### config.mk
export PLATFORM = sky130hd
export DESIGN_NAME = inv_shift_rows_stage_flat
export DESIGN_NICKNAME = d
export VERILOG_FILES = /design/src/rtl/inv_shift_rows_stage_if.sv /design/src/rtl/inv_shift_rows_stage.sv /design/src/flat_wrapper.sv
export SDC_FILE = /design/constraint.sdc
export NUM_CORES = 1
export LEC_CHECK = 0
export BUFFER_PORTS_ARGS = -buffer_cell sky130_fd_sc_hd__buf_2
export CAP_MARGIN = 30
export CORE_AREA = 2 2 196 150
export DETAILED_ROUTE_END_ITERATION = 6
export DIE_AREA = 0 0 198 152
export GPL_ROUTABILITY_DRIVEN = 0
export HOLD_SLACK_MARGIN = 0.03
export PLACE_DENSITY_LB_ADDON = 0.15
export RECOVER_POWER = 50
export SLEW_MARGIN = 10
export SYNTH_ARGS = -nofsm -noshare
export SYNTH_HDL_FRONTEND = slang
export SYNTH_SLANG_ARGS = --single-unit
### constraint.sdc
create_clock -name clk -period 9.7 [get_ports clk]
set_clock_uncertainty 0.05 [all_clocks]
set_input_delay 1.455 -clock clk [delete_from_list [all_inputs] [get_ports clk]]
set_output_delay 1.455 -clock clk [all_outputs]
set_load 0.02 [all_outputs]
### src/rtl/inv_shift_rows_stage_if.sv
// Stream bundle between the AddRoundKey side and the inverse S-box side of the
// AES decrypt pipe: one upstream (s_*) and one downstream (m_*) valid/ready channel.
interface inv_shift_rows_stage_if;
  logic         s_valid;
  logic         s_ready;
  logic [127:0] s_data;
  logic         s_last;
  logic         m_valid;
  logic         m_ready;
  logic [127:0] m_data;
  logic         m_last;

  // master: the environment around the stage (feeds s_*, consumes m_*)
  modport master (
    output s_valid, s_data, s_last, m_ready,
    input  s_ready, m_valid, m_data, m_last
  );

  // slave: the stage itself
  modport slave (
    input  s_valid, s_data, s_last, m_ready,
    output s_ready, m_valid, m_data, m_last
  );
endinterface

### src/rtl/inv_shift_rows_stage.sv
// Registered InvShiftRows stage with a two-entry skid buffer (output reg + skid reg).
// Optional output-handshake counter on blk_cnt, enabled by defining INV_SHIFT_CNT_EN.
module inv_shift_rows_stage (
  input  logic                         clk,
  input  logic                         rst,
  input  logic                         flush,
  inv_shift_rows_stage_if.slave        bus,
  output logic [15:0]                  blk_cnt
);

  // Handshake: a beat transfers on an edge where valid && ready are both high;
  // valid and its payload never change while valid && !ready.

  logic [127:0] out_data;
  logic         out_valid;
  logic         out_last;
  logic [127:0] skid_data;
  logic         skid_valid;
  logic         skid_last;

  logic accept;
  logic drain;

  // byte n = r + 4c sits at bits [127-8n -: 8]; out(r,c) = in(r,(c-r) mod 4)
  function automatic logic [127:0] inv_shift(input logic [127:0] d);
    logic [127:0] o;
    o = '0;
    for (int c = 0; c < 4; c++) begin
      for (int r = 0; r < 4; r++) begin
        o[127-8*(r+4*c) -: 8] = d[127-8*(r+4*((c-r)&3)) -: 8];
      end
    end
    return o;
  endfunction

  assign accept      = bus.s_valid && !skid_valid;
  assign drain       = out_valid && bus.m_ready;

  assign bus.s_ready = !skid_valid;
  assign bus.m_valid = out_valid;
  assign bus.m_data  = out_data;
  assign bus.m_last  = out_last;

  always_ff @(posedge clk or posedge rst) begin
    if (rst) begin
      out_data   <= '0;
      out_valid  <= 1'b0;
      out_last   <= 1'b0;
      skid_data  <= '0;
      skid_valid <= 1'b0;
      skid_last  <= 1'b0;
    end else if (flush) begin
      out_valid  <= 1'b0;
      skid_valid <= 1'b0;
    end else if (drain || !out_valid) begin
      // Output slot frees up this edge: the older skid entry wins over new input,
      // and new input cannot arrive while the skid is full (s_ready is low).
      if (skid_valid) begin
        out_data   <= skid_data;
        out_last   <= skid_last;
        out_valid  <= 1'b1;
        skid_valid <= 1'b0;
      end else if (accept) begin
        out_data  <= inv_shift(bus.s_data);
        out_last  <= bus.s_last;
        out_valid <= 1'b1;
      end else begin
        out_valid <= 1'b0;
      end
    end else if (accept) begin
      skid_data  <= inv_shift(bus.s_data);
      skid_last  <= bus.s_last;
      skid_valid <= 1'b1;
    end
  end

`ifdef INV_SHIFT_CNT_EN
  logic [15:0] cnt_q;

  // flush pre-empts the drain, so a flushed block is not counted
  always_ff @(posedge clk or posedge rst) begin
    if (rst) begin
      cnt_q <= '0;
    end else if (drain && !flush) begin
      cnt_q <= cnt_q + 16'd1;
    end
  end

  assign blk_cnt = cnt_q;
`else
  assign blk_cnt = '0;
`endif

endmodule

### src/flat_wrapper.sv
// flat-port wrapper written by rule: the top's interface ports become plain ports
module inv_shift_rows_stage_flat 
  (clk, rst, flush, blk_cnt, bus_s_valid, bus_s_data, bus_s_last, bus_m_ready, bus_s_ready, bus_m_valid, bus_m_data, bus_m_last);
  inv_shift_rows_stage_if bus_i ();
  input  logic clk;
  input  logic rst;
  input  logic flush;
  output logic [15:0] blk_cnt;
  input wire logic [$bits(bus_i.s_valid)-1:0] bus_s_valid;
  input wire logic [$bits(bus_i.s_data)-1:0] bus_s_data;
  input wire logic [$bits(bus_i.s_last)-1:0] bus_s_last;
  input wire logic [$bits(bus_i.m_ready)-1:0] bus_m_ready;
  output wire logic [$bits(bus_i.s_ready)-1:0] bus_s_ready;
  output wire logic [$bits(bus_i.m_valid)-1:0] bus_m_valid;
  output wire logic [$bits(bus_i.m_data)-1:0] bus_m_data;
  output wire logic [$bits(bus_i.m_last)-1:0] bus_m_last;
  assign bus_i.s_valid = bus_s_valid;
  assign bus_i.s_data = bus_s_data;
  assign bus_i.s_last = bus_s_last;
  assign bus_i.m_ready = bus_m_ready;
  assign bus_s_ready = bus_i.s_ready;
  assign bus_m_valid = bus_i.m_valid;
  assign bus_m_data = bus_i.m_data;
  assign bus_m_last = bus_i.m_last;
  inv_shift_rows_stage u_core (.clk(clk), .rst(rst), .flush(flush), .bus(bus_i), .blk_cnt(blk_cnt));
endmodule
==> results of run 1 <==
[worst reg2reg max path, cell delays in order, from the launching register on]
cell and delay [ns]:
dfrtp_4 0.84, nor2_4 0.10, nor3_1 0.92, clkbuf_1 1.11, mux2_2 0.44
[power by group]
group / internal (uW) / switching [uW] / leakage, uW
Clock: 624 / 429 / 0.000444
Sequential: 1330 / 122 / 0.00312
Combinational: 334 / 316 / 0.00297
[routing by layer]
layer / vias to the layer above / GRT usage / part of all wire
li1: 3068 / - / -
met1: 3278 / 0.2442 / 0.48
met2: 167 / 0.2322 / 0.42
met3: 44 / 0.06926 / 0.084
met4: 8 / 0.03724 / 0.016
met5: - / 0 / 0.0021
[how the worst max path moves through the flow]
| stage | depth (start not counted) | start | slack [ns] | endpoint |
|---|---|---|---|---|
| 4_1_cts | 2 | u_core.skid_valid$_DFFE_PP0P_ | 6.46 | bus_s_ready |
| 3_3_place_gp | 5 | bus_s_valid | 5.63 | u_core.bus.m_data[18]$_DFFE_PP0P_ |
| 6_report | 6 | bus_m_ready | 5.97 | u_core.skid_data[45]$_DFFE_PP0P_ |
| 3_5_place_dp | 5 | bus_s_valid | 6.27 | u_core.bus.m_data[8]$_DFFE_PP0P_ |
| 5_1_grt | 5 | bus_m_ready | 5.73 | u_core.bus.m_data[87]$_DFFE_PP0P_ |
| 2_1_floorplan | 1 | rst | 1.04 | u_core.bus.m_data[0]$_DFFE_PP0P_ |
[area by class of cell]
type,instances,area (um^2),share of cell area
antenna,6,15.01,0.001060
clock buffer,44,852.1,0.06013
clock inverter,4,48.80,0.003443
inverter,2,8.758,0.0006180
multi-input combinational,411,4907,0.3463
sequential,260,6510,0.4594
tap,392,490.5,0.03461
timing repair buffer,277,1339,0.09447
[cells by family (layout without fill, tap and decap cells)]
kind of cell / after synthesis / count (layout) / synth area share
muxes: 387 / 387 / 0.4108
DFF: 260 / 260 / 0.5326
buffers and inverters: 61 / 327 / 0.05019
AOI/OAI and AO/OA: 1 / 1 / 0.0004093
and+or+nand+nor: 7 / 7 / 0.005634
other: 1 / 22 / 0.0003070
[Yosys cell counts (all sizes together)]
cell type  number  area, um^2
nand2b          1       6.260
buf            58       601.8
nor3            2       21.27
a21oi           1       5.000
inv             2       7.510
nor2b           1       13.76
mux2          387        5019
clkbuf          1       3.750
nand3           1       10.01
dfrtp         260        6506
conb            1       3.750
nor2            2       17.52
[through the flow]
| stage | setup WS (ns) | util | cells | area [um^2] |
|---|---|---|---|---|
| 6_report | 5.970 | 0.4982 | 1396 | 14170 |
| 5_1_grt | 5.734 | 0.4978 | 1392 | 14160 |
| 4_1_cts | 6.464 | 0.5120 | 1390 | 14560 |
| 3_5_place_dp | 6.270 | 0.4803 | 1342 | 13660 |
| 3_3_place_gp | 5.629 | 0.4769 | 1338 | 13560 |
| 2_1_floorplan | 1.040 | - | 732 | 12270 |
[sequential cells by signal (all words and copies together) (netlist names)]
register and flops:
u_core.skid_data 128, u_core.bus.m_valid 1, u_core.bus.m_data 128, u_core.bus.m_last 1, u_core.skid_valid 1, u_core.skid_last 1
[placed cells by master, fill, tap and decap left out, drive strengths merged]
cell / Yosys / routed
a21oi: 1 / 1
nor3: 2 / 2
nor2b: 1 / 1
diode: 0 / 6
clkinvlp: 0 / 1
nor2: 2 / 2
buf: 58 / 173
inv: 2 / 2
clkinv: 0 / 2
mux2: 387 / 387
clkbuf: 1 / 148
conb: 1 / 16
nand3: 1 / 1
bufinv: 0 / 1
nand2b: 1 / 1
dfrtp: 260 / 260
==> reports/results.ini, run 1 <==
[outcome]
status=finished, final reports clean

[timing]
relSlewSlack=0.03276
fin_crit_ns=3.730
setup-violations-final=0
rsz0062_at_grt=false
whs_ns=0.4350
max_freq_ghz=0.2681
post-route-period-util=0.3845
fin_setup_tns_ns=0
finalHoldViolCount=0
worst_pin_slew_ns=1.443
maxSlewViolCount=0

[detailed_routing]
vias=6565
ant_nets=0
routed_wl_mm=24.72
viasPerCell=4.703
wire_per_inst_um=17.71
dr.first_iter.drc_count=229
drc=0
first_pass_iters=4

[yosys]
netlist_area_um2=12220
synth_cells=717
ys_ff_latch=260
seq_area_frac_synth=0.5326
synth_cell_types=18
ys.warnings.count=0
avgSynthCellArea_um2=17.04

[placed_design]
io_buffers=264
dp_hpwl_mm=16.30

[min_path]
holdPathStages=1
hp-class=flop to flop
hold_start=u_core.bus.m_data[78]$_DFFE_PP0P_
whs_endpoint=u_core.bus.m_data[78]$_DFFE_PP0P_

[global_routing]
grt_usage=0.1676
grt_max_degree=111
grt_pass1_wl_mm=40.19
grt-ovfl-total=0
antenna_found_initial=9
grt_pass1_vias=6970

[floorplanning]
start_util=0.4294
ios=281
die_y_um=152
die_area_um2=30100
core_region_area_um2=28440
dieWidth_um=198
rows=54

[final_layout]
drive_gt1_frac=0.5461
layout.nets=1114
fillers=2563
area_growth_pct=16.01

[critical_path]
cp_num_buf_inv=3
r2r_slack_ns=6.14
r2r-start=u_core.skid_valid$_DFFE_PP0P_
setup.worst_path.start_class=primary input
crit_path_end_kind=flop
arrival_ns=4.10
critPathMaxStageDelay_ns=0.90
critical_path_peak_fanout=38
critPathTopFamily=buffers and inverters
r2r_cells=4
crit_chain=clkbuf_1, nor2b_1, nand3_1, clkbuf_1, buf_16, mux2_4
r2r-end=u_core.bus.m_data[15]$_DFFE_PP0P_
cpMostUsedCell=clkbuf_1
required_ns=10.07
slowest_stage=clkbuf_1
criticalPathCategory=primary input to flop

[clock_network]
cts_max_level=1
ctsHoldBuffers=0
clkTransAtPathRegs_ns=0.06
cts_sinks=260
cts_resized=0
cts_max_path_buffers=3
clock_latency_ns=0.54
cts_made_buffers=28
postCtsSetupBuffers=0
cts_root_buf=clkbuf_16
cts_tree=built

[job]
max_cap_violations=0

[power]
power_density_nw_per_um2=222.3
peakVddDrop_v=0.0001241
leakage_uw=0.006536
p_total_uw=3151

Power figures use the tool's default switching activity.
==> run 2, diff against run 1 <==
==> constraint.sdc (replaced) <==
create_clock -name clk -period 3.9 [get_ports clk]
set_clock_uncertainty 0.05 [all_clocks]
set_input_delay 0.585 -clock clk [delete_from_list [all_inputs] [get_ports clk]]
set_output_delay 0.585 -clock clk [all_outputs]
set_load 0.02 [all_outputs]
==> reports/results.ini, run 2 (synthesis results as in run 1) <==
[critical_path]
required_ns=3.26
crit_chain=buf_12, inv_1, buf_2
arrival_ns=2.32
setup.worst_path.start_class=flop
crit_path_end_kind=output port
cp_num_buf_inv=3
critPathTopFamily=flip-flops
criticalPathCategory=flop to output port
critPathMaxStageDelay_ns=0.88
slowest_stage=dfrtp_1
critical_path_peak_fanout=116

[detailed_routing]
viasPerCell=4.701
vias=6567
routed_wl_mm=25.00
wire_per_inst_um=17.89
ant_nets=0
first_pass_iters=4
dr.first_iter.drc_count=192
drc=0

[clock_network]
clock_latency_ns=0.54
clkTransAtPathRegs_ns=0.06
cts_made_buffers=29
cts_sinks=260
cts_resized=0
cts_max_level=1
ctsHoldBuffers=0
cts_tree=built
cts_root_buf=clkbuf_16
cts_max_path_buffers=3
postCtsSetupBuffers=0

[timing]
max_freq_ghz=0.3386
maxSlewViolCount=89
rsz0062_at_grt=false
worst_pin_slew_ns=1.560
relSlewSlack=-0.04561
setup-violations-final=0
fin_crit_ns=2.953
whs_ns=0.2301
finalHoldViolCount=0
post-route-period-util=0.7573

[floorplanning]
die_area_um2=30100
core_region_area_um2=28440
start_util=0.4294
ios=281
rows=54
dieWidth_um=198
die_y_um=152

[final_layout]
layout.nets=1113
final_common_cell=dfrtp_1
fin_cells=1397
mostFrequentLayoutCells=dfrtp_1, mux2_2, buf_2, mux2_4, clkbuf_1
design_area_um2=14650
post-route-util=0.5151
drive_gt1_frac=0.6553
area_growth_pct=19.94

[power]
p_total_uw=8399
peakVddDrop_v=0.0003671
leakage_uw=0.006980
power_density_nw_per_um2=573.2

[global_routing]
grt_pass1_vias=6900
grt_usage=0.1657
grt-ovfl-total=0
antenna_found_initial=7
grt_pass1_wl_mm=39.70
grt_max_degree=117

[placed_design]
dpl_cell_area_um2=13690
io_buffers=264
dp_hpwl_mm=15.75
dp_cells=1340

[min_path]
hp-class=primary input to flop

[outcome]
violations=capacitance limit, slew limit
status=finished with violations

[job]
max_cap_violations=2

run 2: changes by cell type in the layout (fill, tap and decap cells not counted), sizes merged:
| cell | delta |
|---|---|
| buf | +38 |
| bufinv | +7 |
| clkbuf | -54 |
| clkinv | +8 |
| clkinvlp | +5 |
| diode | -2 |
| inv | -1 |
run 2: final timing paths:
check                                                   from  slack (ns)  depth (start not counted)                                 to
max                            u_core.skid_valid$_DFFE_PP0P_        0.95                          3                        bus_s_ready
min in group asynchronous                                rst        0.35                          2  u_core.bus.m_data[78]$_DFFE_PP0P_
max reg2reg                    u_core.skid_valid$_DFFE_PP0P_        1.38                          4  u_core.bus.m_data[19]$_DFFE_PP0P_
max in group asynchronous                                rst        1.32                          3  u_core.bus.m_data[30]$_DFFE_PP0P_
min                                           bus_s_data[18]        0.23                          2  u_core.skid_data[114]$_DFFE_PP0P_
min reg2reg                u_core.skid_data[123]$_DFFE_PP0P_        0.45                          1  u_core.skid_data[123]$_DFFE_PP0P_
run 2: per-layer routing:
metal | GRT usage | vias up | part of all wire
met5 | 0 | - | 0.0018
li1 | - | 3063 | -
met3 | 0.06016 | 42 | 0.080
met1 | 0.2429 | 3285 | 0.48
met4 | 0.03151 | 6 | 0.018
met2 | 0.2363 | 171 | 0.42
run 2: metrics by stage:
step                TNS, ns  setup slack, ns
detailed placement        0            1.569
floorplan            -42.27          -0.1626
finish                    0           0.9467
global placement          0            1.585
global route              0           0.7677
CTS                       0            1.196
run 2: layout make-up:
cell class / count / area (um^2)
diodes: 4 / 10.01
clock buffers: 30 / 729.5
clock inverters: 23 / 331.6
fillers: 2456 / 13790
inverters: 2 / 8.758
multi-input cells: 411 / 5152
flip-flops and latches: 260 / 6506
well taps: 392 / 490.5
repair buffers: 275 / 1423
run 2: report_power, final:
| group | switching (uW) | internal, uW |
|---|---|---|
| clock network | 1140 | 1890 |
| logic | 795 | 967 |
| registers | 310 | 3300 |
| total | 2250 | 6150 |
